`src/rtl/uart_tx_feeder.sv`:
```
// uart_tx_feeder
// Byte buffer and launch controller that sits directly upstream of the UART
// transmitter in the tx_clk domain. System logic writes bytes through a
// valid/ready port into a DEPTH-entry circular FIFO. A two-state controller
// launches each byte into the transmitter with a one-cycle en pulse. It holds
// the byte on tx_data until the next launch. A watchdog aborts a frame whose
// done never comes back.
//
// Ports:
//   tx_clk    in   clock, rising edge
//   rst       in   asynchronous, active-high reset
//   wr_data   in   [7:0] byte to enqueue
//   wr_valid  in   write request
//   wr_ready  out  high while the FIFO is not full
//   tx_en     out  registered one-cycle launch pulse to the transmitter
//   tx_data   out  [7:0] registered byte to the transmitter, held per frame
//   tx_done   in   transmitter end-of-frame pulse
//   tx_err    out  registered one-cycle pulse on watchdog abort
//   level     out  [$clog2(DEPTH):0] bytes currently stored
//   active    out  high while a frame is in flight or bytes are queued
//
// DEPTH must be a power of two (>= 2) so that the pointers wrap naturally.
// TIMEOUT must be >= 12 so that a healthy frame always finishes first.
module uart_tx_feeder #(
  parameter int DEPTH   = 16,
  parameter int TIMEOUT = 31
) (
  input  logic                     tx_clk,
  input  logic                     rst,
  input  logic [7:0]               wr_data,
  input  logic                     wr_valid,
  output logic                     wr_ready,
  output logic                     tx_en,
  output logic [7:0]               tx_data,
  input  logic                     tx_done,
  output logic                     tx_err,
  output logic [$clog2(DEPTH):0]   level,
  output logic                     active
);

  localparam int AW = $clog2(DEPTH);
  localparam int LW = AW + 1;
  localparam int WW = $clog2(TIMEOUT + 1);

  typedef enum logic {
    IDLE = 1'b0,
    WAIT = 1'b1
  } state_t;

  state_t          state_q;
  state_t          state_d;
  logic [WW-1:0]   wd_cnt_q;
  logic [WW-1:0]   wd_cnt_d;
  logic            tx_en_d;
  logic [7:0]      tx_data_d;
  logic            tx_err_d;

  logic [7:0]      mem [DEPTH];
  logic [AW-1:0]   wr_ptr;
  logic [AW-1:0]   rd_ptr;
  logic            push;
  logic            pop;

  // Full is decoded from the registered level, so wr_ready never depends on
  // wr_valid or on the pop in the same cycle.
  assign wr_ready = (level != LW'(DEPTH));
  assign push     = wr_valid && wr_ready;
  assign active   = (state_q != IDLE) || (level != '0);

  // Storage array has no reset; its contents are only meaningful between
  // the pointers, which are reset.
  always_ff @(posedge tx_clk) begin
    if (push) begin
      mem[wr_ptr] <= wr_data;
    end
  end

  // Pointers wrap at DEPTH by overflow. A simultaneous push and pop moves
  // both pointers and leaves level alone.
  always_ff @(posedge tx_clk or posedge rst) begin
    if (rst) begin
      wr_ptr <= '0;
      rd_ptr <= '0;
      level  <= '0;
    end else begin
      if (push) begin
        wr_ptr <= wr_ptr + AW'(1);
      end
      if (pop) begin
        rd_ptr <= rd_ptr + AW'(1);
      end
      case ({push, pop})
        2'b10:   level <= level + LW'(1);
        2'b01:   level <= level - LW'(1);
        default: level <= level;
      endcase
    end
  end

  // Launch controller. The pop happens only on the IDLE->WAIT step, and it
  // sees the registered level, so a byte written into an empty FIFO launches
  // one cycle later (no bypass). In WAIT, done wins over an expiry that falls
  // in the same cycle. An expired frame is dropped, not retried.
  always_comb begin
    state_d   = state_q;
    wd_cnt_d  = wd_cnt_q;
    tx_en_d   = 1'b0;
    tx_data_d = tx_data;
    tx_err_d  = 1'b0;
    pop       = 1'b0;
    case (state_q)
      IDLE: begin
        if (level != '0) begin
          pop       = 1'b1;
          tx_data_d = mem[rd_ptr];
          tx_en_d   = 1'b1;
          wd_cnt_d  = '0;
          state_d   = WAIT;
        end
      end
      WAIT: begin
        wd_cnt_d = wd_cnt_q + WW'(1);
        if (tx_done) begin
          state_d = IDLE;
        end else if (wd_cnt_q == WW'(TIMEOUT - 1)) begin
          tx_err_d = 1'b1;
          state_d  = IDLE;
        end
      end
    endcase
  end

  always_ff @(posedge tx_clk or posedge rst) begin
    if (rst) begin
      state_q  <= IDLE;
      wd_cnt_q <= '0;
      tx_en    <= 1'b0;
      tx_data  <= 8'h00;
      tx_err   <= 1'b0;
    end else begin
      state_q  <= state_d;
      wd_cnt_q <= wd_cnt_d;
      tx_en    <= tx_en_d;
      tx_data  <= tx_data_d;
      tx_err   <= tx_err_d;
    end
  end

endmodule

```
`config.mk`:
```
export PLATFORM = sky130hd
export DESIGN_NAME = uart_tx_feeder
export DESIGN_NICKNAME = d
export VERILOG_FILES = /design/src/rtl/uart_tx_feeder.sv
export SDC_FILE = /design/constraint.sdc
export NUM_CORES = 1
export LEC_CHECK = 0
export CAP_MARGIN = 20
export CORE_MARGIN = 1
export CORE_UTILIZATION = 45
export CTS_CLUSTER_SIZE = 12
export DETAILED_ROUTE_END_ITERATION = 6
export GPL_ROUTABILITY_DRIVEN = 0
export GPL_TIMING_DRIVEN = 0
export HOLD_SLACK_MARGIN = 0.1
export PLACE_DENSITY = 0.61
export SLEW_MARGIN = 20
export SYNTH_ARGS = -nofsm -noshare
export SYNTH_HDL_FRONTEND = slang
export SYNTH_SLANG_ARGS = --single-unit
```
`constraint.sdc`:
```
create_clock -name tx_clk -period 3.7 [get_ports tx_clk]
set_input_delay 0.555 -clock tx_clk [delete_from_list [all_inputs] [get_ports tx_clk]]
set_output_delay 0.555 -clock tx_clk [all_outputs]
set_load 0.05 [all_outputs]
```
# Word level (Yosys, flattened, before mapping)
# Memory sizes are Yosys's and may differ from the RTL's. A register that Yosys moved wholly into a read port is not among the register bits.
# Cells that the tools add are included.
# word_totals
register_bits	21
ramBits	128
inputBits	12
output_inout_bits	17
n_memories	1
# op_classes
addsub	5
n_eq_ne	5
n_mux	13
bitwise_logic	1
n_reduce_logical	5
# memory_table
memory	depth	width	rd	rd_ports_with_merged_regs	wr	line	text
mem	16	8	1	1	1	58	logic [7:0] mem [DEPTH];
# op_table
op	count
$pmux W5 S2	2
$add A5 B1 Y5 const B	2
$mux W1	9
$add A4 B1 Y4 const B	2
$eq A5 B5 Y1 const B	1
$mux W5	1
$ne A5 B5 Y1 const B	1
$reduce_bool A5 Y1	1
$sub A5 B1 Y5 const B	1
$eq A2 B1 Y1 const B	1
$eq A2 B2 Y1 const B	1
$ne A2 B2 Y1 const B	1
$pmux W1 S2	1
$reduce_and A2 Y1	1
$reduce_bool A2 Y1	1
$logic_and A1 B1 Y1	1
$logic_or A1 B1 Y1	1
$not A1 Y1	1

# Depth between registers and ports, before layout
# logic_depth
word_depth	5
ltp_mapped	12
mapped_depth_nobuf	10

# Worst setup path after synthesis
# Ideal clock, no wire load.
# synth_timing
path_type	flip-flop to flip-flop
startpoint	register level[1]
endpoint	register level[4]
setup_time_ps	123
arrival_time_ps	2887
required_time_ps	3577
path_slack_ps	691
path_stages_with_launch	13
path_buffers	2
cell_sequence	dfrtp_1 buf_6 or4_4 o21ai_2 inv_1 ha_1 clkbuf_1 xor2_1 ha_1 o211a_1 o31ai_1 a31oi_1 xnor2_1
# synth_between
elab_chain_len	5
# synth_rtl
item	line	text
from (decl)	37	output logic [$clog2(DEPTH):0] level,
from (signal assigned)	93	2'b10: level <= level + LW'(1);
from (signal assigned)	94	2'b01: level <= level - LW'(1);
from (signal assigned)	95	default: level <= level;
$reduce_bool A5 Y1 *	113	if (level != '0) begin
$mux W1 *	113	
$mux W1 *	111	case (state_q)
net pop	62	logic pop;
$eq A2 B1 Y1 / $eq A2 B2 Y1 (equally long branches)	92	case ({push, pop})
$pmux W5 S2 / $reduce_bool A2 Y1 (equally long branches)	n/a	
# Mark *: on every way through the listed nets, which the timed path passes. The rest lies on a longest branch.
# A chain may end at the register's enable or synchronous reset.

# Worst setup path in the final report
# layout_timing
startpoint	register level[1]
endpoint	output active
# layout_between
elab_chain_len	2
# layout_rtl
item	line	text
$reduce_bool A5 Y1	68	assign active = (state_q != IDLE) || (level != '0);
$logic_or A1 B1 Y1	68	
to (decl)	38	output logic active
# No other way between the ends.

==> results.md <==
- Fin. Hold Viols: 0
- Most common flop cell mapped by yosys: edfxtp_1
- Post-synthesis sequential area ratio: 0.7171
- First-pass GRT wire length: between 15000 and 20000 um
- Drt first pass iters: 5
- Syn_area_per_cell: roughly 18 um^2
- Final Slew Violations: 0
- P_sw: ~0.0021 W
- Fin crit share: 0.8627
- Max Cap Viol: 0
- TritonCTS Buffers: 17
- Worst skew pair latency: 0.42 ns
- Total power: about 0.006 W
- Area Overhead vs Synth: 16.87%
- I/O pin count: 29
- Row count: 43
- Synthesized instance count: roughly 350
- Final HPWL DP: ~7600 um
- Clock share of power: 0.263
- Setup TNS: 0 ns
- Vias in the first global route: 3248
- Grt ovf: 0
- Compound-Gate Fraction of Synth Area: 0.05066
- Critical path class: reg -> out
- Critical-path maximum fanout: 9
- H-tree Lvls: 4
- Initial DRC count: roughly 280
- Layout fillers: roughly 1100
- Async SR Flop Fraction: 0.1847
- Internal power: roughly 0.004 W
- Synth area leaders: edfxtp_1 60%, dfrtp_1 11%, mux4_2 11%
- Worst-Margin Slew: roughly 0.85 ns
- GR Util All Layers: 0.1842
- CTS tree: yes
- Post-synthesis adder-cell area fraction: 0.02160
- Simple-Gate Fraction of Synth Area: 0.04084
- Die height: approximately 120 um
- Drt total wl: 12100 um
- Synth Net Count: roughly 370
- # diodes: 0
- WL per Instance: 20.47 um
- Leakage power: approximately 2.6 nW
- CTS clk-pin slew, worst paths: 0.06 ns
- Yosys cell types: 39
- Max Fclk: roughly 310 MHz
- NumNets Final: approximately 420
- Crit. End Element: primary output
- Post-cts hold buffer count: 0
- RSZ-0062 raised after global routing: false
- Postcts setup bufs: 0
- Area of the core: about 14000 um^2
- Largest net degree at the start of global routing: 30
- PortBufs: 28
- Max-slew headroom: 0.4281
- Vias per cell: between 5 and 6
- Share of the synthesized area in the top cell type: 0.6032
- #FFs+latches synth: about 160
- Total vias in the final route: 3181
- Die area: ~15000 um^2
- VDD IR max: 386.3 uV
- Largest family of logic cells by synthesized area: multiplexers
- Worst hold slack: roughly 0.48 ns
- Post-synthesis xor/xnor area fraction: 0.01512
- Top cell type by total area after synthesis: edfxtp_1
- Antenna-violating nets left: 0
- Hold/Removal Path Class: reg -> reg
- Sw Ratio: 0.3427
- Ys Warns: 0
- Post-synth EDFFs: 128
- Sink Count: between 150 and 200
- Data required, critical path: around 3.1 ns
- CTS Buffer Depth: 2
- Comb power frac: 0.356
- Layout cell share with drive strength beyond 1: 0.2044
- CP arrival: 2.64 ns
- Outcome: finished, final reports clean
- Commonest non-fill, non-tap cells in the layout: 128 x edfxtp_1, 32 x mux4_2, 29 x dfrtp_1
- Initial antenna violation count: 0
- Initial Utilization: 0.4609
- Drc violations: 0
- Post-route minimum period: 3.192 ns
- Worst setup SP type: flop
- Clk root buf: clkbuf_16
- Multiplexer share of the synthesized area: 0.1274
- Finish-stage setup viols: 0
- Power density cells: a little over 800 nW/um^2
- Max Clock Skew: approximately 0.0070 ns
- Sequential Power Share: 0.381
- Post-Syn Area: 6372 um^2
- Die W: ~120 um
- PostCTS Resize Cnt: 0
- Commonest non-fill, non-tap cell in the layout: edfxtp_1
==> critical path, stage by stage, from the launching register on <==
cell and delay, ns:
dfrtp_1 0.39, buf_6 0.14, or4_4 0.53, nor3_2 0.35
inv_1 0.09, clkdlybuf4s50_1 0.71
==> flip-flops by register name, indices dropped and copies added (netlist names) <==
register / cells
level: 5
mem: 128
rd_ptr: 4
state_q: 1
tx_data: 8
tx_en: 1
tx_err: 1
wd_cnt_q: 5
wr_ptr: 4
==> per-stage QoR <==
stage / cells / setup slack [ns] / cell area, um^2 / util
detailed placement: 559 / 0.4735 / 6898 / 0.4989
CTS: 591 / 0.4867 / 7447 / 0.5386
floorplan: 351 / 0.6906 / 6372 / -
global placement: 559 / 0.5219 / 6878 / 0.4974
finish: 591 / 0.5081 / 7447 / 0.5386
global route: 591 / 0.4009 / 7447 / 0.5386
==> final cells by class <==
type	instances	area, um^2	area share
buffer	20	136.4	0.01831
tap	180	225.2	0.03024
clock buffer	19	432.9	0.05813
multi-input combinational	164	1649	0.2214
inverter	10	37.54	0.005040
timing repair buffer	28	280.3	0.03763
sequential	157	4569	0.6136
clock inverter	13	116.4	0.01563
==> power by group through the flow <==
| stage | sequential (W) | combinational, W | clock, W |
|---|---|---|---|
| floorplan | 0.00263 | 0.00135 | 0 |
| global placement | 0.00238 | 0.00218 | 0 |
| detailed placement | 0.00240 | 0.00223 | 0 |
| CTS | 0.00236 | 0.00223 | 0.00165 |
| global route | 0.00239 | 0.00239 | 0.00172 |
| finish | 0.00236 | 0.00220 | 0.00163 |
==> cell families (layout without fill, tap and decap cells) <==
family          Yosys count  after routing
buf+inv                  30             90
simple gates             52             52
flops                   157            157
compound gates           49             49
xor+xnor                 11             11
fa+ha+maj                11             11
mux                      41             41
==> per-layer routing <==
metal  global-route usage  vias up  wire length (um)
met2               0.2943       82              6030
met5                    0        -                 0
li1                     -     1479                 -
met1               0.2416     1608              5347
met3              0.04652       12               563
met4              0.07407        0               156
==> cells in the mapped netlist (2+ instances only) <==
library cell and n:
nand2_1 15, xnor2_1 8, ha_1 11, buf_2 4, xor2_1 3, nor3_1 4
a21oi_1 3, a21o_1 9, mux4_2 32, o22ai_1 8, mux2i_1 8, a211oi_1 8
buf_1 4, nand2b_1 5, nor2b_1 2, nor2_1 15, inv_1 10, o21ai_0 13
clkbuf_1 3, nand4_1 4, edfxtp_1 128, dfrtp_1 29, buf_4 4, buf_6 4
a31oi_1 3
==> path summary, 6_finish.rpt <==
kind | start | endpoint | slack (ns) | depth (start not counted)
min reg2reg | tx_data[3]$_DFFE_PP0P_ | tx_data[3]$_DFFE_PP0P_ | 0.48 | 1
max reg2reg | level[1]$_DFFE_PP0P_ | level[4]$_DFFE_PP0P_ | 0.69 | 12
min | tx_data[3]$_DFFE_PP0P_ | tx_data[3]$_DFFE_PP0P_ | 0.48 | 1
min in group asynchronous | rst | level[4]$_DFFE_PP0P_ | 0.54 | 2
max in group asynchronous | rst | wd_cnt_q[4]$_DFFE_PP0P_ | 2.75 | 2
max | level[1]$_DFFE_PP0P_ | active | 0.51 | 5
No activity file was read; power rests on OpenSTA's default activity.
